### config.mk
export PLATFORM = sky130hd
export DESIGN_NAME = seq_divider
export DESIGN_NICKNAME = d
export VERILOG_FILES = /design/src/rtl/div_pkg.sv /design/src/rtl/div_step.sv /design/src/rtl/seq_divider.sv
export SDC_FILE = /design/constraint.sdc
export NUM_CORES = 1
export LEC_CHECK = 0
export BUFFER_PORTS_ARGS = -buffer_cell sky130_fd_sc_hd__buf_2
export CORE_ASPECT_RATIO = 1.5
export CORE_MARGIN = 4
export CORE_UTILIZATION = 49
export CTS_BUF_LIST = sky130_fd_sc_hd__clkbuf_16
export CTS_CLUSTER_SIZE = 8
export DETAILED_ROUTE_END_ITERATION = 8
export PLACE_DENSITY = 0.85
export SYNTH_ARGS = -nofsm -noshare
export SYNTH_HDL_FRONTEND = slang
export SYNTH_SLANG_ARGS = --single-unit
### constraint.sdc
create_clock -name clk -period 2.1 [get_ports clk]
set_clock_uncertainty 0.1 [all_clocks]
set_input_delay 0.42 -clock clk [delete_from_list [all_inputs] [get_ports clk]]
set_output_delay 0.42 -clock clk [all_outputs]
set_load 0.005 [all_outputs]
### src/rtl/div_pkg.sv
// Shared definitions for the sequential restoring divider:
// FSM state encoding and the step-counter width helper.
package div_pkg;

    typedef enum logic [1:0] {
        ST_IDLE = 2'd0,
        ST_RUN  = 2'd1,
        ST_DONE = 2'd2
    } state_t;

    // The counter must hold the value N itself, hence N+1 distinct values.
    function automatic int cnt_width(input int n);
        return $clog2(n + 1);
    endfunction

endpackage

### src/rtl/div_step.sv
// One restoring-division iteration: shift {R,Q} left, trial-subtract the
// divisor from R and keep the difference only when it did not go negative.
module div_step #(
    parameter int N = 4
) (
    input  logic [N:0]   r,
    input  logic [N-1:0] q,
    input  logic [N-1:0] d,
    output logic [N:0]   r_next,
    output logic [N-1:0] q_next
);

    logic [2*N:0] rq_shift;
    logic [N:0]   r_shift;
    logic [N-1:0] q_shift;
    logic [N:0]   trial;

    // Shift, trial-subtract and select the new remainder/quotient bit.
    always_comb begin
        // R never exceeds the divisor, so its top bit is always 0 before the shift.
        rq_shift = {r, q} << 1;
        r_shift  = rq_shift[2*N:N];
        q_shift  = rq_shift[N-1:0];
        trial    = r_shift - {1'b0, d};
        if (!trial[N]) begin
            r_next = trial;
            q_next = q_shift | {{(N-1){1'b0}}, 1'b1};
        end else begin
            r_next = r_shift;
            q_next = q_shift;
        end
    end

endmodule

### src/rtl/seq_divider.sv
// Multi-cycle unsigned divider, one quotient bit per clock.
// Holds the FSM, step counter, working registers and result registers.
module seq_divider
    import div_pkg::*;
#(
    parameter int N = 4
) (
    input  logic         clk,
    input  logic         rst_n,
    input  logic         start,
    input  logic [N-1:0] a,
    input  logic [N-1:0] b,
    output logic         busy,
    output logic         done,
    output logic [N-1:0] quotient,
    output logic [N-1:0] remainder,
    output logic         div_by_zero
);

    localparam int CW = cnt_width(N);

    state_t         state_reg;
    state_t         state_next;
    logic [CW-1:0]  cnt_reg;
    logic [N-1:0]   q_reg;
    logic [N-1:0]   d_reg;
    logic [N:0]     r_reg;
    logic [N:0]     r_step;
    logic [N-1:0]   q_step;
    logic           accept;
    logic           last_step;

    div_step #(.N(N)) u_step (
        .r      (r_reg),
        .q      (q_reg),
        .d      (d_reg),
        .r_next (r_step),
        .q_next (q_step)
    );

    // A new operation can be taken whenever the engine is not iterating.
    assign accept    = start && (state_reg != ST_RUN);
    assign last_step = (state_reg == ST_RUN) && (cnt_reg == CW'(1));

    // Next-state decode; a zero divisor skips straight to DONE.
    always_comb begin
        state_next = state_reg;
        case (state_reg)
            ST_IDLE, ST_DONE: begin
                if (accept) begin
                    state_next = (b == '0) ? ST_DONE : ST_RUN;
                end else begin
                    state_next = ST_IDLE;
                end
            end
            ST_RUN: begin
                if (last_step) begin
                    state_next = ST_DONE;
                end
            end
            default: state_next = ST_IDLE;
        endcase
    end

    // State register with busy/done registered from the upcoming state.
    always_ff @(posedge clk or negedge rst_n) begin
        if (!rst_n) begin
            state_reg <= ST_IDLE;
            busy      <= 1'b0;
            done      <= 1'b0;
        end else begin
            state_reg <= state_next;
            busy      <= (state_next == ST_RUN);
            done      <= (state_next == ST_DONE);
        end
    end

    // Working registers: load on accept, iterate while running.
    always_ff @(posedge clk or negedge rst_n) begin
        if (!rst_n) begin
            q_reg   <= '0;
            d_reg   <= '0;
            r_reg   <= '0;
            cnt_reg <= '0;
        end else if (accept) begin
            q_reg   <= a;
            d_reg   <= b;
            r_reg   <= '0;
            cnt_reg <= CW'(N);
        end else if (state_reg == ST_RUN) begin
            q_reg   <= q_step;
            r_reg   <= r_step;
            cnt_reg <= cnt_reg - CW'(1);
        end
    end

    // Result registers change only when an operation completes.
    always_ff @(posedge clk or negedge rst_n) begin
        if (!rst_n) begin
            quotient    <= '0;
            remainder   <= '0;
            div_by_zero <= 1'b0;
        end else if (accept && (b == '0)) begin
            quotient    <= '1;
            remainder   <= a;
            div_by_zero <= 1'b1;
        end else if (last_step) begin
            quotient    <= q_step;
            remainder   <= r_step[N-1:0];
            div_by_zero <= 1'b0;
        end
    end

endmodule

-- After elaboration in Yosys (flattened, before gate mapping)
Cells that the tools add are included.
- output and inout bits: 11
- logic and storage cells: 44
- register bits: 28
- reductions and logical operators: 8
- equality and inequality tests: 6
- muxes and demuxes: 18
- $add $sub $neg: 2
- operators by type and width (kind ; number):
    $mux 4 ; 9
    $mux 2 ; 3
    $mux 3 ; 2
    $sub 5x4->5 ; 1
    $eq 2x1->1 const B ; 2
    $eq 2x2->1 const B ; 2
    $logic_not 4->1 ; 1
    $pmux 2 s2 ; 1
    $reduce_bool 2->1 ; 2
    $eq 3x1->1 const B ; 1
    $logic_and 1x1->1 ; 3
    $mux 1 ; 3
    $sub 3x1->3 const B ; 1
    $logic_not 2->1 ; 1
    $ne 2x1->1 const B ; 1
    $reduce_or 2->1 ; 1

-- Depth between registers and ports, before layout
Gate-level depths: netlist of run 1.
- depth in word-level cells: 5
- depth in mapped cells: 8
- depth with buffers taken out: 8

-- Modules after synthesis
A second synthesis of run 1 with hierarchy kept.
- cells, all modules: 137
- area, all modules: 1561.5 um^2
- by module, submodules not included (module ; cells an instance ; area each (um^2) ; instances ; seq. area each (um^2)):
    seq_divider ; 106 ; 1311.3 ; 1 ; 725.7
    div_step ; 31 ; 250.2 ; 1 ; 0.0

-- Least setup slack after synthesis of run 1
Ideal clock, no wire load.
- path kind: register to register
- from: register q_reg[3]
- to: register r_reg[1]
- path slack: -164 ps
- arrival: 2082 ps
- period minus slack after synthesis: 2264 ps
- stages on the path, launching flop included: 9
- library setup time: 83 ps
- buffers on the path: 0
- cell sequence: dfrtp_1 > inv_1 > ha_1 > fa_1 > nand2b_1 > a21oi_1 > xor2_2 > mux2_2 > o21ai_0
- word-level cells in the longest chain between the ends: 4
- RTL lines (element ; line ; source):
    start, declared ; seq_divider.sv:25 ; logic [N-1:0] q_reg;
    start signal, assigned ; seq_divider.sv:91 ; q_reg <= q_step;
    $sub 5x4->5 ; div_step.sv:24 ; trial = r_shift - {1'b0, d};
    $mux 4 ; div_step.sv:25 ; if (!trial[N]) begin
    $mux 4 ; seq_divider.sv:90 ; end else if (state_reg == ST_RUN) begin
    $mux 4 ; seq_divider.sv:85 ; end else if (accept) begin
    end signal, assigned ; seq_divider.sv:92 ; r_reg <= r_step;
    end, declared ; seq_divider.sv:27 ; logic [N:0] r_reg;
Every way passes these cells. The select of a mux whose other input is x is not followed.
A chain may end at the register's enable or synchronous reset.

-- Worst setup path in the final report of run 1
- from: register d_reg[0]
- to: register remainder[1]
- word-level cells in the longest chain between the ends: 4
- RTL lines (element ; line ; source):
    start, declared ; seq_divider.sv:26 ; logic [N-1:0] d_reg;
    start signal, assigned ; seq_divider.sv:82 ; d_reg <= '0;
    start signal, assigned ; seq_divider.sv:87 ; d_reg <= b;
    $sub 5x4->5 ; div_step.sv:24 ;
    $mux 4 ; div_step.sv:25 ;
    $mux 4 ; seq_divider.sv:107 ; end else if (last_step) begin
    $mux 4 ; seq_divider.sv:103 ; end else if (accept && (b == '0)) begin
    end signal, assigned ; seq_divider.sv:109 ; remainder <= r_step[N-1:0];
    end, declared ; seq_divider.sv:16 ; output logic [N-1:0] remainder,
Every way passes these cells. The select of a mux whose other input is x is not followed.

==> impl_metrics.env, run 1 <==
export IMPL_outcome="finished, violations left"
export IMPL_violations="negative setup slack"
export IMPL_synth_ff_type="dfrtp_1"
export IMPL_synth_area_leaders="dfrtp_1 (52%), o21ai_0 (6.7%), ha_1 (5.6%), mux2i_1 (4.5%), o22a_1 (2.6%)"
export IMPL_die_y_um=72.1
export IMPL_grt_pass1_vias=1105
export IMPL_rr_worst_depth=7
export IMPL_min_period_ns=2.15
export IMPL_cp_num_buf_inv=0
export IMPL_cts_tree="yes"
export IMPL_synthArstFlopShare_pct=100
export IMPL_cts_path_max_buffers=2
export IMPL_route_top_layer_used="met4"
export IMPL_cts_root_buf="clkbuf_16"
export IMPL_synth_avg_cell_area_sq_um=10.8
export IMPL_cp_arrival_ns=2.23
export IMPL_startpoint_type="register"
export IMPL_r2r_end="remainder[1]$_DFFE_PN0P_"
export IMPL_yosys_top_cells_count="dfrtp_1 (28), o21ai_0 (18), inv_1 (9), nand2_1 (9)"
export IMPL_synthDistinctLibCells=28
export IMPL_required_ns=2.18
export IMPL_port_buffer_count=21
export IMPL_crit_path_start="d_reg[0]$_DFFE_PN0N_"
export IMPL_r2r_start="d_reg[0]$_DFFE_PN0N_"
export IMPL_die_w_um=50.7
export IMPL_syn_cell_area_sq_mm=0.00134
export IMPL_synth_fp_nets=142
export IMPL_diodes=0
export IMPL_die_area_sq_mm=0.00366
export IMPL_cap_violations=0
export IMPL_drive_gt1_share_pct=32.0
export IMPL_rsz0062_at_grt="yes"
export IMPL_cts_sinks=28
export IMPL_finalHoldViolCount=0
export IMPL_setup_ws_ns=-0.0462
export IMPL_drv_slew=0
export IMPL_synth_most_common_cell="dfrtp_1"
export IMPL_ant_nets=0
export IMPL_path_depth=7
export IMPL_wl_met3_um=169
export IMPL_cts_buffers=3
export IMPL_crit_end="remainder[1]$_DFFE_PN0P_"
export IMPL_place_hpwl_um=2190
export IMPL_slowest_stage="dfrtp_1"
export IMPL_ir_worst_vdd_uv=762
export IMPL_grt_overflow=0
export IMPL_antenna_found_initial=0
export IMPL_post_route_period_util_pct=102
export IMPL_totalWireLength_um=2990
export IMPL_h_tree_depth=1
export IMPL_critPathTopFamily="adder cells"
export IMPL_final_nets=173
export IMPL_cp_max_fo=5
export IMPL_drt_iter0_markers=15
export IMPL_via_count=1063
export IMPL_wl_met2_um=1580
export IMPL_wl_per_cell_um=15.7
export IMPL_r2r_slack_ns=-0.05
export IMPL_grt_max_degree=29
export IMPL_io_pins=22
export IMPL_power_leakage_uw=0.000802
export IMPL_yosys_register_bits=28
export IMPL_finalSetupViolations=5
export IMPL_first_pass_iters=4
export IMPL_vias_per_cell=5.59
export IMPL_end_kind="register"
export IMPL_clock_latency_ns=0.26
export IMPL_synth_edf_count=0
export IMPL_tightest_slew_ns=0.605
export IMPL_path_clk_slew_ns=0.06
export IMPL_syn_instance_count=124
export IMPL_crit_chain="ha_4, fa_2, nand2b_4, a21oi_4, xor2_4, mux2_4, o21ai_2"
export IMPL_drc=0
export IMPL_synth_top_area_share_pct=52.2
export IMPL_slowest_delay_ns=0.41
export IMPL_critPathKind="reg2reg"
export IMPL_start_util_pct=50.7
export IMPL_syn_to_final_growth_pct=25.6
export IMPL_track_usage_pct=18.3
export IMPL_place_gp_congestion=0.748
export IMPL_hold_buffers=0
export IMPL_grt_pass1_wl_um=5090
export IMPL_wl_met1_um=1200
export IMPL_coreArea_sq_mm=0.00265
export IMPL_ys_seq_area_share_pct=52.2
export IMPL_dp_worst_setup_slack_ns=-0.105
export IMPL_yosys_warnings=0
export IMPL_yosysTopAreaCell="dfrtp_1"
export IMPL_whs_ns=0.0663
export IMPL_fmax_ghz=0.466
export IMPL_slew_headroom_pct=59.7
export IMPL_power_density_mw_per_mm2=1790
export IMPL_hp_class="in2async"
export IMPL_rows=23
==> timing repair <==
item,4_1_cts,5_1_grt
pin swaps,3,0
hold endpoints to repair,0,0
setup endpoints to repair,8,10
setup buffers,1,0
gates resized for setup,4,3
==> kinds of logic after synthesis <==
kind of cell	share of synthesized area [%]
AO/OA/AOI/OAI	16.1
XOR/XNOR	2.52
adder cells (fa/ha/maj)	7.09
buffers and inverters	3.64
flip-flops	52.2
multiplexers	7.00
AND/OR/NAND/NOR	11.4
==> placed cells by master, fill, tap and decap left out, types with 2 or more instances in the layout <==
cell / n
o22a_1: 4
mux2_4: 2
buf_4: 9
o21ai_1: 5
mux2i_1: 6
nor2_1: 4
inv_1: 8
o21ai_0: 14
ha_1: 5
nand3_1: 6
nand2_1: 9
buf_2: 21
a22oi_1: 4
dfrtp_1: 28
o21ai_2: 3
nand2b_1: 3
clkbuf_16: 3
==> routing by layer <==
layer	up-vias	track usage (%)
met4	0	8.98
met3	4	3.49
li1	490	-
met5	-	0
met1	522	22.1
met2	47	30.8
==> through the flow <==
step	instances	instance area [sq um]	TNS (ns)	util [%]	power, uW
2_1_floorplan	124	1380	-0.0226	-	2000
3_3_place_gp	186	1580	-0.0644	59.7	2390
3_5_place_dp	186	1580	-0.628	59.7	2480
4_1_cts	190	1670	-0.207	63.1	2990
5_1_grt	190	1680	-0.955	63.6	3250
6_report	190	1680	-0.150	63.6	3010
==> worst min-delay path by stage <==
stage / slack [ns] / cells after the start / to
finish: 0.07 / 1 / state_reg[1]$_DFF_PN0_
floorplan: 0.02 / 0 / busy$_DFF_PN0_
CTS: 0.08 / 1 / quotient[1]$_DFFE_PN0P_
detailed placement: 0.36 / 1 / quotient[1]$_DFFE_PN0P_
global route: 0.12 / 1 / state_reg[1]$_DFF_PN0_
global placement: 0.35 / 1 / quotient[1]$_DFFE_PN0P_
==> power by group <==
part	leakage (uW)	switching (uW)	internal, uW
Clock	0.0000370	167	252
Sequential	0.000341	168	798
Combinational	0.000424	823	804
Total	0.000802	1160	1850
==> area by class of cell <==
type	count	area, sq um
clock buffer	3	75.1
fill	213	963
inverter	9	33.8
multi-input combinational	83	656
sequential	28	701
tap	37	46.3
timing repair buffer	30	173
Power figures use the tool's default switching activity.
==> run 2, diff against run 1 <==
Settings changed: ABC_AREA set to 1, CORE_UTILIZATION 49 to 50.
==> impl_metrics.env, run 2 <==
export IMPL_synth_most_common_cell="nand2_1"
export IMPL_via_count=1214
export IMPL_cts_root_buf="clkbuf_16"
export IMPL_syn_instance_count=179
export IMPL_dp_cells=235
export IMPL_cts_buffers=3
export IMPL_crit_chain="inv_1, ha_1, fa_1, inv_1, nand3_1, nand3_1, nand2_2, nand2_1, nand2_1, nand2_1, nand2_1"
export IMPL_hp_class="in2async"
export IMPL_die_area_sq_mm=0.00385
export IMPL_cp_arrival_ns=1.98
export IMPL_yosys_warnings=0
export IMPL_grt_pass1_wl_um=5220
export IMPL_cap_violations=0
export IMPL_slowest_delay_ns=0.39
export IMPL_finish_cell_count_without_fillers=238
export IMPL_end_kind="register"
export IMPL_whs_ns=0.0672
export IMPL_rr_worst_depth=11
export IMPL_cpMostUsedCell="nand2_1"
export IMPL_diodes=0
export IMPL_slowest_stage="fa_1"
export IMPL_yosys_top_cells_count="nand2_1 (57), dfrtp_1 (28), inv_1 (27)"
export IMPL_yosysTopAreaCell="dfrtp_1"
export IMPL_cts_sinks=28
export IMPL_cts_path_max_buffers=2
export IMPL_cts_repair_resized=0
export IMPL_hold_buffers=0
export IMPL_ys_seq_area_share_pct=48.2
export IMPL_slew_headroom_pct=53.3
export IMPL_first_pass_iters=4
export IMPL_synth_ff_type="dfrtp_1"
export IMPL_fin_area_sq_mm=0.00166
export IMPL_vias_per_cell=5.10
export IMPL_path_clk_slew_ns=0.06
export IMPL_drc=0
export IMPL_outcome="finished, final reports clean"
export IMPL_placed_area_sq_mm=0.00159
export IMPL_die_y_um=74.0
export IMPL_post_route_period_util_pct=91.8
export IMPL_synth_area_leaders="dfrtp_1 (48%), nand2_1 (15%), inv_1 (7.0%), nand3_1 (6.5%), ha_1 (5.2%)"
export IMPL_drv_slew=0
export IMPL_synth_avg_cell_area_sq_um=8.12
export IMPL_track_usage_pct=18.0
export IMPL_rows=23
export IMPL_final_nets=221
export IMPL_fmax_ghz=0.519
export IMPL_grt_pass1_vias=1178
export IMPL_layout_common_cells="nand2_1 (56), dfrtp_1 (28), inv_1 (27), buf_2 (21), nand3_1 (19)"
export IMPL_synthDistinctLibCells=23
export IMPL_grt_max_degree=29
export IMPL_cp_max_fo=6
export IMPL_required_ns=2.16
export IMPL_power_leakage_uw=0.000917
export IMPL_critPathKind="reg2reg"
export IMPL_antenna_found_initial=0
export IMPL_ant_nets=0
export IMPL_synthArstFlopShare_pct=100
export IMPL_path_depth=11
export IMPL_wl_per_cell_um=12.3
export IMPL_finalSetupTns_ns=0
export IMPL_port_buffer_count=21
export IMPL_clock_latency_ns=0.26
export IMPL_ir_worst_vdd_uv=949
export IMPL_io_pins=22
export IMPL_grt_overflow=0
export IMPL_totalWireLength_um=2930
export IMPL_cp_num_buf_inv=2
export IMPL_rsz0062_at_grt="no"
export IMPL_synth_top_area_share_pct=48.2
export IMPL_start_util_pct=53.2
export IMPL_min_period_ns=1.93
export IMPL_tightest_slew_ns=0.698
export IMPL_finalHoldViolCount=0
export IMPL_startpoint_type="register"
export IMPL_cts_tree="yes"
export IMPL_power_density_mw_per_mm2=1690
export IMPL_synth_fp_nets=197
export IMPL_die_w_um=52.0
export IMPL_drt_iter0_markers=29
export IMPL_coreArea_sq_mm=0.00273
export IMPL_yosys_register_bits=28
export IMPL_synth_edf_count=0
export IMPL_syn_cell_area_sq_mm=0.00145
export IMPL_critPathTopFamily="simple AND/OR/NAND/NOR gates"
export IMPL_cts_setup_buffers=0
export IMPL_h_tree_depth=1
export IMPL_syn_to_final_growth_pct=14.4
export IMPL_drive_gt1_share_pct=17.4
export IMPL_final_common_cell="nand2_1"
export IMPL_place_gp_congestion=0.832
export IMPL_totalPowerFinal_uw=2810
export IMPL_finalSetupViolations=0
export IMPL_place_hpwl_um=2250
==> run 2: cell count changes after synthesis, moves of 6 or more <==
cell,previous run,this run
nand2_1,9,57
nand3_1,6,19
mux2i_1,6,0
o21ai_0,18,9
inv_1,9,27
==> run 2: report_power, final <==
part	internal, uW	switching [uW]
Combinational	562	889
Sequential	799	141
Clock	252	163
Total	1610	1190
==> run 2: final timing paths <==
| path | start | to | slack (ns) |
|---|---|---|---|
| hold / removal | rst_n | busy$_DFF_PN0_ | 0.07 |
| setup / recovery | q_reg[3]$_DFFE_PN0P_ | remainder[3]$_DFFE_PN0P_ | 0.17 |
| min in group clk | b[3] | d_reg[3]$_DFFE_PN0N_ | 0.29 |
| setup reg to reg | q_reg[3]$_DFFE_PN0P_ | remainder[3]$_DFFE_PN0P_ | 0.17 |
| max in group asynchronous | rst_n | d_reg[3]$_DFFE_PN0N_ | 1.43 |
| hold reg to reg | div_by_zero$_DFFE_PN0P_ | div_by_zero$_DFFE_PN0P_ | 0.38 |
==> run 2: kinds of logic (layout without fill, tap and decap cells) <==
logic type | Yosys count | count (layout) | share of synthesized area (%)
compound gates | 21 | 21 | 8.86
simple gates | 90 | 90 | 26.8
buf+inv | 33 | 55 | 9.64
fa+ha+maj | 7 | 7 | 6.54
flops | 28 | 28 | 48.2
==> run 2: final cells by class <==
| class | instances | area (sq um) |
|---|---|---|
| repair buffers | 22 | 113 |
| fillers | 252 | 1070 |
| inverters | 30 | 113 |
| well taps | 37 | 46.3 |
| clock buffers | 3 | 75.1 |
| flip-flops and latches | 28 | 701 |
| multi-input cells | 118 | 616 |
==> run 2: worst register-to-register path, stage by stage (launching register included) <==
cell and delay [ns]:
dfrtp_1 0.32, inv_1 0.06, ha_1 0.22, fa_1 0.39, inv_1 0.09, nand3_1 0.07
nand3_1 0.18, nand2_2 0.14, nand2_1 0.09, nand2_1 0.07, nand2_1 0.06, nand2_1 0.04
==> run 2: metal layers <==
| layer | GRT usage [%] | part of all wire (%) |
|---|---|---|
| met5 | 0 | 0 |
| met4 | 7.29 | 1.7 |
| met3 | 2.61 | 3.6 |
| met2 | 31.2 | 52 |
| met1 | 22.3 | 42 |
==> run 2: through the flow <==
step	utilization, %	worst slack [ns]
after floorplan	-	0.333
after global placement	58.0	0.0958
after detailed placement	58.0	0.126
after CTS	60.7	0.0922
after global routing	60.8	0.00616
final	60.8	0.173
==> run 3, diff against run 2 <==
Settings changed: SYNTH_HIERARCHICAL set to 1.
==> impl_metrics.env, run 3 <==
export IMPL_wl_per_cell_um=13.1
export IMPL_rsz0062_at_grt="yes"
export IMPL_coreArea_sq_mm=0.00288
export IMPL_nFillCells=236
export IMPL_rr_worst_depth=14
export IMPL_dp_cells=238
export IMPL_final_nets=232
export IMPL_finalHoldViolCount=0
export IMPL_cp_max_fo=7
export IMPL_r2r_end="r_reg[2]$_DFFE_PN0P_"
export IMPL_place_hpwl_um=2140
export IMPL_fmax_ghz=0.445
export IMPL_slew_headroom_pct=60.2
export IMPL_diodes=0
export IMPL_post_route_period_util_pct=107
export IMPL_h_tree_depth=1
export IMPL_start_util_pct=51.7
export IMPL_tightest_slew_ns=0.596
export IMPL_path_clk_slew_ns=0.07
export IMPL_whs_ns=0.0635
export IMPL_p_comb_share_pct=59.4
export IMPL_grt_max_degree=29
export IMPL_cap_violations=0
export IMPL_final_common_cell="nand2_1"
export IMPL_finish_cell_count_without_fillers=251
export IMPL_antenna_found_initial=0
export IMPL_grt_overflow=0
export IMPL_cts_tree="yes"
export IMPL_power_density_mw_per_mm2=1840
export IMPL_finalSetupViolations=8
export IMPL_violations="negative setup slack"
export IMPL_syn_to_final_growth_pct=23.8
export IMPL_synth_avg_cell_area_sq_um=8.37
export IMPL_pwr_share_clk_pct=12.4
export IMPL_io_pins=22
export IMPL_utilization_pct=64.0
export IMPL_r2r_slack_ns=-0.15
export IMPL_synth_fp_nets=197
export IMPL_totalWireLength_um=3290
export IMPL_cp_arrival_ns=2.30
export IMPL_cts_sinks=28
export IMPL_min_period_ns=2.25
export IMPL_ir_worst_vdd_uv=943
export IMPL_cell_internal_pwr_uw=1990
export IMPL_route_top_layer_used="met4"
export IMPL_cts_path_max_buffers=2
export IMPL_cts_buffers=3
export IMPL_startpoint_type="register"
export IMPL_ant_nets=0
export IMPL_drc=0
export IMPL_yosys_warnings=6
export IMPL_finalSetupTns_ns=-0.655
export IMPL_cts_root_buf="clkbuf_16"
export IMPL_drt_iter0_markers=31
export IMPL_wl_met1_um=1240
export IMPL_outcome="finished, violations left"
export IMPL_required_ns=2.15
export IMPL_grt_pass1_wl_um=4870
export IMPL_first_pass_iters=4
export IMPL_wl_met2_um=1760
export IMPL_hp_class="in2async"
export IMPL_place_gp_congestion=0.864
export IMPL_p_seq_share_pct=28.2
export IMPL_drv_slew=0
export IMPL_rows=24
export IMPL_p_switching_uw=1410
export IMPL_fin_area_sq_mm=0.00185
export IMPL_syn_cell_area_sq_mm=0.00149
export IMPL_vias_per_cell=5.05
export IMPL_track_usage_pct=16.7
export IMPL_power_leakage_uw=0.000991
export IMPL_end_kind="register"
export IMPL_setup_ws_ns=-0.147
export IMPL_die_y_um=74.9
export IMPL_syn_instance_count=178
export IMPL_placed_area_sq_mm=0.00164
export IMPL_swShare_pct=41.5
export IMPL_clock_latency_ns=0.26
export IMPL_die_area_sq_mm=0.00394
export IMPL_layout_common_cells="nand2_1 (55), dfrtp_1 (28), inv_1 (21), buf_2 (21), buf_4 (15)"
export IMPL_r2r_start="q_reg[3]$_DFFE_PN0P_"
export IMPL_drive_gt1_share_pct=31.1
export IMPL_wl_met3_um=154
export IMPL_grt_pass1_vias=1139
export IMPL_critPathKind="reg2reg"
export IMPL_die_w_um=52.6
export IMPL_via_count=1267
export IMPL_port_buffer_count=21
[run 3: critical path, stage by stage, from the launching register on]
cell      delay, ns
dfrtp_1        0.37
inv_2          0.06
ha_4           0.16
fa_2           0.33
inv_2          0.07
a21oi_2        0.05
o21bai_1       0.12
ha_1           0.28
inv_4          0.12
a21oi_2        0.04
o21ai_1        0.07
nand2_1        0.09
buf_4          0.13
nand2_1        0.08
nand2_1        0.06
[run 3: routing by layer]
metal | vias up | track usage, %
met5 | - | 0
met4 | 0 | 10.5
met3 | 11 | 2.18
met2 | 41 | 28.7
met1 | 583 | 19.2
li1 | 632 | -
[run 3: final cells by class]
| class | count | area (sq um) | share of cell area, % |
|---|---|---|---|
| inverters | 25 | 96.3 | 5.22 |
| well taps | 39 | 48.8 | 2.64 |
| clock inverters | 1 | 3.75 | 0.203 |
| clock buffers | 3 | 75.1 | 4.07 |
| flip-flops and latches | 28 | 701 | 38.0 |
| multi-input cells | 117 | 681 | 36.9 |
| repair buffers | 38 | 240 | 13.0 |
[run 3: worst max-delay path by stage]
| stage | to | startpoint | depth (start not counted) |
|---|---|---|---|
| floorplan | remainder[2]$_DFFE_PN0P_ | q_reg[3]$_DFFE_PN0P_ | 15 |
| global placement | remainder[1]$_DFFE_PN0P_ | d_reg[0]$_DFFE_PN0P_ | 13 |
| detailed placement | remainder[2]$_DFFE_PN0P_ | d_reg[0]$_DFFE_PN0P_ | 14 |
| CTS | remainder[1]$_DFFE_PN0P_ | q_reg[3]$_DFFE_PN0P_ | 14 |
| global route | remainder[2]$_DFFE_PN0P_ | q_reg[3]$_DFFE_PN0P_ | 15 |
| finish | r_reg[2]$_DFFE_PN0P_ | q_reg[3]$_DFFE_PN0P_ | 14 |
[run 3: metrics by stage]
stage	total power, uW	setup WS, ns
after floorplan	1970	-0.00471
after global placement	2330	-0.0629
after detailed placement	2390	-0.104
after CTS	2990	-0.0786
after global routing	3650	-0.255
final	3400	-0.147
[run 3: power by group through the flow]
stage / sequential (uW) / combinational [uW] / clock, uW
after floorplan: 946 / 1020 / 0
final: 959 / 2020 / 422
after global placement: 945 / 1390 / 0
after detailed placement: 961 / 1430 / 0
after CTS: 952 / 1610 / 426
after global routing: 986 / 2200 / 458
[run 3: repair_timing]
action,4_1_cts,5_1_grt
pin swaps,5,4
setup buffers,4,5
gates resized for setup,6,10
setup endpoints to repair,7,10
hold buffers,0,0
